[src/rtl/task_11_pkg.sv]
// Shared definitions for the task 11 output collector: FSM state encoding,
// output beat width and the frame byte-count helper.
package task_11_pkg;

    localparam int DATA_WIDTH = 8;

    typedef enum logic [2:0] {
        s_IDLE    = 3'd0,
        s_COLLECT = 3'd1,
        s_FLUSH   = 3'd2,
        s_SEND    = 3'd3,
        s_DONE    = 3'd4
    } task_output_enum;

    function automatic int bytes_per_frame(input int n);
        return (n + 7) / 8;
    endfunction

endpackage

[src/rtl/task_11_out_fifo.sv]
// Synchronous byte FIFO with a registered read port (1-cycle read latency).
// The read data register holds its value until the next accepted read.
module task_11_out_fifo #(
    parameter int DEPTH = 32,
    parameter int WIDTH = 8
) (
    input  logic             i_clk,
    input  logic             i_rst_n,
    input  logic             i_wr_en,
    input  logic [WIDTH-1:0] i_wr_data,
    input  logic             i_rd_en,
    output logic [WIDTH-1:0] o_rd_data,
    output logic             o_empty,
    output logic             o_full
);

    localparam int AW   = (DEPTH > 1) ? $clog2(DEPTH) : 1;
    localparam int CNTW = $clog2(DEPTH + 1);

    logic [WIDTH-1:0] mem [DEPTH];
    logic [AW-1:0]    wr_ptr;
    logic [AW-1:0]    rd_ptr;
    logic [CNTW-1:0]  count;
    logic             do_wr;
    logic             do_rd;

    assign o_empty = (count == '0);
    assign o_full  = (count == CNTW'(DEPTH));
    assign do_wr   = i_wr_en && !o_full;
    assign do_rd   = i_rd_en && !o_empty;

    always_ff @(posedge i_clk) begin
        if (do_wr) begin
            mem[wr_ptr] <= i_wr_data;
        end
    end

    always_ff @(posedge i_clk or negedge i_rst_n) begin
        if (!i_rst_n) begin
            wr_ptr    <= '0;
            rd_ptr    <= '0;
            count     <= '0;
            o_rd_data <= '0;
        end else begin
            if (do_wr) begin
                wr_ptr <= (wr_ptr == AW'(DEPTH - 1)) ? '0 : wr_ptr + AW'(1);
            end
            if (do_rd) begin
                rd_ptr    <= (rd_ptr == AW'(DEPTH - 1)) ? '0 : rd_ptr + AW'(1);
                o_rd_data <= mem[rd_ptr];
            end
            if (do_wr && !do_rd) begin
                count <= count + CNTW'(1);
            end else if (do_rd && !do_wr) begin
                count <= count - CNTW'(1);
            end
        end
    end

endmodule

[src/rtl/task_11_out.sv]
// Task 11 output collector: packs sample bits LSB-first into bytes and streams one frame.
// Define TASK_11_OUT_TRAILER_EN to append an XOR-of-data trailer beat carrying o_tdata_last.
module task_11_out
    import task_11_pkg::*;
#(
    parameter int NUM_SAMPLES = 243,
    parameter int FIFO_DEPTH  = 32
) (
    input  logic                  i_clk,
    input  logic                  i_rst_n,
    input  logic                  i_enb,
    input  logic                  i_sample,
    input  logic                  i_tready,
    output logic [DATA_WIDTH-1:0] o_tdata,
    output logic                  o_tdata_valid,
    output logic                  o_tdata_last,
    output logic                  o_output_last,
    output logic                  o_drop
);

    localparam int CW         = $clog2(NUM_SAMPLES + 1);
    localparam int DATA_BYTES = bytes_per_frame(NUM_SAMPLES);
`ifdef TASK_11_OUT_TRAILER_EN
    localparam int FRAME_BEATS = DATA_BYTES + 1;
`else
    localparam int FRAME_BEATS = DATA_BYTES;
`endif
    localparam int BW = $clog2(FRAME_BEATS + 1);

    localparam logic [CW-1:0] LAST_SAMPLE = CW'(NUM_SAMPLES - 1);
    localparam logic [BW-1:0] BEATS_C     = BW'(FRAME_BEATS);
    localparam logic [BW-1:0] LAST_BEAT   = BW'(FRAME_BEATS - 1);

    task_output_enum       state;
    logic [CW-1:0]         sample_cnt;
    logic [2:0]            bit_cnt;
    logic [DATA_WIDTH-1:0] pack;
    logic [DATA_WIDTH-1:0] pack_next;
    logic                  sample_take;
    logic                  byte_done;
    logic                  last_sample;

    logic                  wr_req;
    logic                  fifo_wr;
    logic [DATA_WIDTH-1:0] wr_data;
    logic                  rd_en;
    logic [DATA_WIDTH-1:0] rd_data;
    logic                  fifo_empty;
    logic                  fifo_full;

    logic                  rd_valid;
    logic [BW-1:0]         reads_issued;
    logic [BW-1:0]         beats_loaded;
    logic                  accept;
    logic                  load;

`ifdef TASK_11_OUT_TRAILER_EN
    logic [DATA_WIDTH-1:0] xor_acc;
    logic                  trailer_pending;
`endif

    assign sample_take = (state == s_COLLECT) && i_enb;
    assign byte_done   = (bit_cnt == 3'd7);
    assign last_sample = (sample_cnt == LAST_SAMPLE);
    assign pack_next   = pack | (DATA_WIDTH'(i_sample) << bit_cnt);

    always_comb begin
        wr_req  = 1'b0;
        wr_data = pack_next;
        if (sample_take && byte_done) begin
            wr_req = 1'b1;
        end else if (state == s_FLUSH) begin
            wr_req  = 1'b1;
            wr_data = pack;
`ifdef TASK_11_OUT_TRAILER_EN
        end else if ((state == s_SEND) && trailer_pending) begin
            wr_req  = 1'b1;
            wr_data = xor_acc;
`endif
        end
    end

    assign fifo_wr = wr_req && !fifo_full;

    // Two-stage read pipeline: FIFO read register, then the output register.
    // A new read is issued only when the FIFO read register will be free.
    assign accept = o_tdata_valid && i_tready;
    assign load   = (state == s_SEND) && rd_valid && (!o_tdata_valid || accept);
    assign rd_en  = (state == s_SEND) && !fifo_empty && (reads_issued != BEATS_C)
                    && (!rd_valid || load);

    task_11_out_fifo #(
        .DEPTH (FIFO_DEPTH),
        .WIDTH (DATA_WIDTH)
    ) u_fifo (
        .i_clk     (i_clk),
        .i_rst_n   (i_rst_n),
        .i_wr_en   (fifo_wr),
        .i_wr_data (wr_data),
        .i_rd_en   (rd_en),
        .o_rd_data (rd_data),
        .o_empty   (fifo_empty),
        .o_full    (fifo_full)
    );

    always_ff @(posedge i_clk or negedge i_rst_n) begin
        if (!i_rst_n) begin
            state      <= s_IDLE;
            sample_cnt <= '0;
            bit_cnt    <= '0;
            pack       <= '0;
        end else begin
            case (state)
                s_IDLE: begin
                    state      <= s_COLLECT;
                    sample_cnt <= '0;
                    bit_cnt    <= '0;
                    pack       <= '0;
                end
                s_COLLECT: begin
                    if (sample_take) begin
                        sample_cnt <= sample_cnt + CW'(1);
                        bit_cnt    <= bit_cnt + 3'd1;
                        pack       <= byte_done ? '0 : pack_next;
                        if (last_sample) begin
                            state <= byte_done ? s_SEND : s_FLUSH;
                        end
                    end
                end
                s_FLUSH: begin
                    pack  <= '0;
                    state <= s_SEND;
                end
                s_SEND: begin
                    if (accept && o_tdata_last) begin
                        state <= s_DONE;
                    end
                end
                s_DONE:  state <= s_IDLE;
                default: state <= s_IDLE;
            endcase
        end
    end

    always_ff @(posedge i_clk or negedge i_rst_n) begin
        if (!i_rst_n) begin
            rd_valid      <= 1'b0;
            reads_issued  <= '0;
            beats_loaded  <= '0;
            o_tdata       <= '0;
            o_tdata_valid <= 1'b0;
            o_tdata_last  <= 1'b0;
            o_output_last <= 1'b0;
            o_drop        <= 1'b0;
        end else begin
            o_output_last <= (state == s_SEND) && accept && o_tdata_last;
            o_drop        <= o_drop || (i_enb && (state != s_COLLECT));
            if (state == s_IDLE) begin
                rd_valid     <= 1'b0;
                reads_issued <= '0;
                beats_loaded <= '0;
            end else begin
                if (rd_en) begin
                    rd_valid     <= 1'b1;
                    reads_issued <= reads_issued + BW'(1);
                end else if (load) begin
                    rd_valid <= 1'b0;
                end
                if (load) begin
                    o_tdata       <= rd_data;
                    o_tdata_valid <= 1'b1;
                    o_tdata_last  <= (beats_loaded == LAST_BEAT);
                    beats_loaded  <= beats_loaded + BW'(1);
                end else if (accept) begin
                    o_tdata_valid <= 1'b0;
                    o_tdata_last  <= 1'b0;
                end
            end
        end
    end

`ifdef TASK_11_OUT_TRAILER_EN
    // The trailer is written on the first SEND cycle, after every data byte is in the FIFO.
    always_ff @(posedge i_clk or negedge i_rst_n) begin
        if (!i_rst_n) begin
            xor_acc         <= '0;
            trailer_pending <= 1'b0;
        end else if (state == s_IDLE) begin
            xor_acc         <= '0;
            trailer_pending <= 1'b1;
        end else begin
            if (fifo_wr && (state != s_SEND)) begin
                xor_acc <= xor_acc ^ wr_data;
            end
            if (state == s_SEND) begin
                trailer_pending <= 1'b0;
            end
        end
    end
`endif

    // A write into a full FIFO means FIFO_DEPTH is too small for the frame.
    assert property (@(posedge i_clk) disable iff (!i_rst_n) !(wr_req && fifo_full));

endmodule
[config.mk]
export PLATFORM = sky130hd
export DESIGN_NAME = task_11_out
export DESIGN_NICKNAME = d
export VERILOG_FILES = /design/src/rtl/task_11_pkg.sv /design/src/rtl/task_11_out_fifo.sv /design/src/rtl/task_11_out.sv
export SDC_FILE = /design/constraint.sdc
export NUM_CORES = 1
export LEC_CHECK = 0
export CAP_MARGIN = 25
export CORE_UTILIZATION = 50
export DETAILED_ROUTE_END_ITERATION = 12
export PLACE_DENSITY = 0.74
export SYNTH_ARGS = -nofsm -noshare
export SYNTH_HDL_FRONTEND = slang
export SYNTH_SLANG_ARGS = --single-unit
[constraint.sdc]
create_clock -name i_clk -period 8.21 [get_ports i_clk]
set_clock_uncertainty 0.2 [all_clocks]
set_input_delay 1.642 -clock i_clk [delete_from_list [all_inputs] [get_ports i_clk]]
set_output_delay 1.642 -clock i_clk [all_outputs]
set_load 0.05 [all_outputs]
==> results.cfg <==
[run_status]
outcome = complete, but fails checks
violations = DRC

[logic_synthesis]
yosysWarnings = 0
ys_types = 53
ys_dominant_reg_cell = edfxtp_1
syn_area_um2 = 13400
synth_top_cell_area_share = 0.574
netlist_instances = 809
yosys.area.top_type = edfxtp_1
syn_nets = 835
async_flop_share = 0.212
synth_area_per_cell_um2 = 16.6
synth_seq_cells = 325
ys_seq_area_frac = 0.703
synth_edf_count = 256
synthTopCellsByArea = edfxtp_1 57%, dfrtp_1 13%, mux4_2 9.1%

[floorplanning]
die_h_um = 166
die_w_um = 166
dieArea_um2 = 27400
io_pins = 17
fp-row-count = 59
initial_core_util = 0.512
core_area_um2 = 26100

[clock_tree]
post_cts_resized = 0
cts_tree = done
clk_pin_slew_ns = 0.06
cts_made_buffers = 31
clk_latency_ns = 0.57
post_cts_buffers = 0
hold_buffers = 0
htreeDepth = 1
cts.sinks = 325
clockBufferDepth = 3
cts.root.buffer_cell = clkbuf_16

[placement]
place_hpwl_mm = 16.0
port_buffers = 16
gp_congestion = 0.767

[sta]
worst_pin_slew_ns = 0.956
finalCritPeriodShare = 0.562
finalMaxSlewViolations = 0
relSlewSlack = 0.363
rsz0062_at_grt = false
setup_tns_ns = 0
min_period_ns = 4.61
hold_viol = 0
fmax_mhz = 217
setup_viol = 0

[routing]
first_pass_iters = 10
initialDrtViolationCount = 663
wire_per_inst_um = 22.4
drc = 8
ant_nets = 0
wirelength_mm = 26.7
vias = 7151
via_per_inst = 6.01

[setup_path]
path_class = input port to flop
startpoint_type = input port
reg2reg_from = u_fifo.count[0]
cp.arrival_ns = 4.85
reg2reg_slack_ns = 4.41
setup.worst_path.end_class = flop
path_max_fanout = 30
r2r_end = u_fifo.count[5]
worstPathRequired_ns = 8.44
reg2reg_depth = 12

[hold_path]
hp-class = flop to flop
holdPathEnd = o_drop
hold_depth = 1
min_from = o_drop

[global_route]
grt_max_degree = 70
antenna_found_initial = 0
grt_pass1_vias = 7210
grt_pass1_wl_mm = 42.0
gr-usage-all-layers = 0.199
grt-ovfl-total = 0

[power_and_ir_drop]
vdd_drop_max_mv = 0.182
cellPowerDensity_nw_per_um2 = 265
total_leakage_power_nw = 5.17
totalPowerFinal_mw = 3.94

[job]
maxCapViolCount = 0

[layout]
layout.nets = 858
final_cell_mix = 256 x edfxtp_1, 70 x nand2_1, 67 x dfrtp_1, 56 x nor2_1, 54 x mux4_2
mostFrequentLayoutCell = edfxtp_1
drive_gt1_frac = 0.170
antennaDiodeCount = 0
syn_to_final_growth_pct = 11.0
## worst max-delay path, cell delays in order
cell	delay, ns
clkdlybuf4s50_1	0.52
nor2b_1	0.09
or3b_4	0.49
a21oi_4	0.26
inv_2	0.23
ha_1	0.34
inv_1	0.21
ha_1	0.27
a21o_1	0.16
a21oi_1	0.24
or4_1	0.15
nand4_1	0.09
xor2_1	0.15
## where the power goes
part           switching [mW]  total (mW)  leakage, nW  internal (mW)
clock                   0.590        1.33        0.463          0.740
sequential             0.0602        2.10         3.14           2.04
combinational           0.344       0.514         1.56          0.170
## flip-flops by register name, indices dropped and copies added (netlist names)
register and flops:
bit_cnt 3, o_drop 1, reads_issued 5, u_fifo.mem 256
o_tdata_last 1, state 3, u_fifo.wr_ptr 5, u_fifo.o_rd_data 8
o_output_last 1, sample_cnt 8, o_tdata 8, pack 8
u_fifo.rd_ptr 5, o_tdata_valid 1, rd_valid 1, u_fifo.count 6
beats_loaded 5
## cell type report
| class | count | area (µm²) |
|---|---|---|
| Fill cell | 1966 | 11300 |
| Sequential cell | 325 | 9420 |
| Multi-Input combinational cell | 435 | 3700 |
| Clock buffer | 40 | 830 |
| Tap cell | 335 | 419 |
| Timing Repair Buffer | 28 | 340 |
| Clock inverter | 16 | 105 |
| Inverter | 11 | 41.3 |
## metrics by stage
stage	hold slack (ns)	setup slack [ns]	utilization	cells	cell area, µm²
after CTS	0.265	3.64	0.565	1187	14800
after global routing	0.284	3.36	0.568	1190	14900
after global placement	0.239	3.13	0.527	1128	13800
after detailed placement	0.251	3.06	0.530	1131	13800
final	0.261	3.60	0.568	1190	14900
after floorplan	0.239	3.84	-	809	13400
## synthesized netlist by cell type, types with 10 or more instances
master / instances
mux4_2: 54
nor2b_1: 11
nor2_1: 56
a22oi_1: 10
nand3b_1: 11
o22ai_1: 18
nand3_1: 13
inv_1: 10
o21ai_0: 24
mux2_2: 17
ha_1: 20
a21o_1: 10
edfxtp_1: 256
dfrtp_1: 69
nand2_1: 70
xor2_1: 11
clkbuf_1: 17
a21oi_1: 11
a2111oi_0: 11
## logic make-up (layout without fill, tap and decap cells)
logic type | Yosys count | count (layout) | synth area share
flip-flops | 325 | 325 | 0.703
AO/OA/AOI/OAI | 112 | 112 | 0.0592
adder cells (fa/ha/maj) | 21 | 21 | 0.0202
multiplexers | 76 | 76 | 0.109
XOR/XNOR | 15 | 15 | 0.00981
buffers and inverters | 49 | 95 | 0.0205
AND/OR/NAND/NOR | 211 | 211 | 0.0784
## how the worst max path moves through the flow
| stage | start | end | depth (start not counted) |
|---|---|---|---|
| after floorplan | i_tready | u_fifo.count[5] | 14 |
| after global placement | i_tready | u_fifo.count[5] | 13 |
| after detailed placement | i_tready | u_fifo.count[5] | 13 |
| after CTS | i_tready | u_fifo.count[5] | 13 |
| after global routing | i_tready | u_fifo.count[5] | 13 |
| final | i_tready | u_fifo.count[5] | 13 |
## per-layer routing
metal | routed length [µm] | GRT usage
met4 | 838 | 0.0691
met2 | 13000 | 0.326
met5 | 0 | 0
met1 | 11400 | 0.280
met3 | 1410 | 0.0237
(Power assumes the default switching activity.)
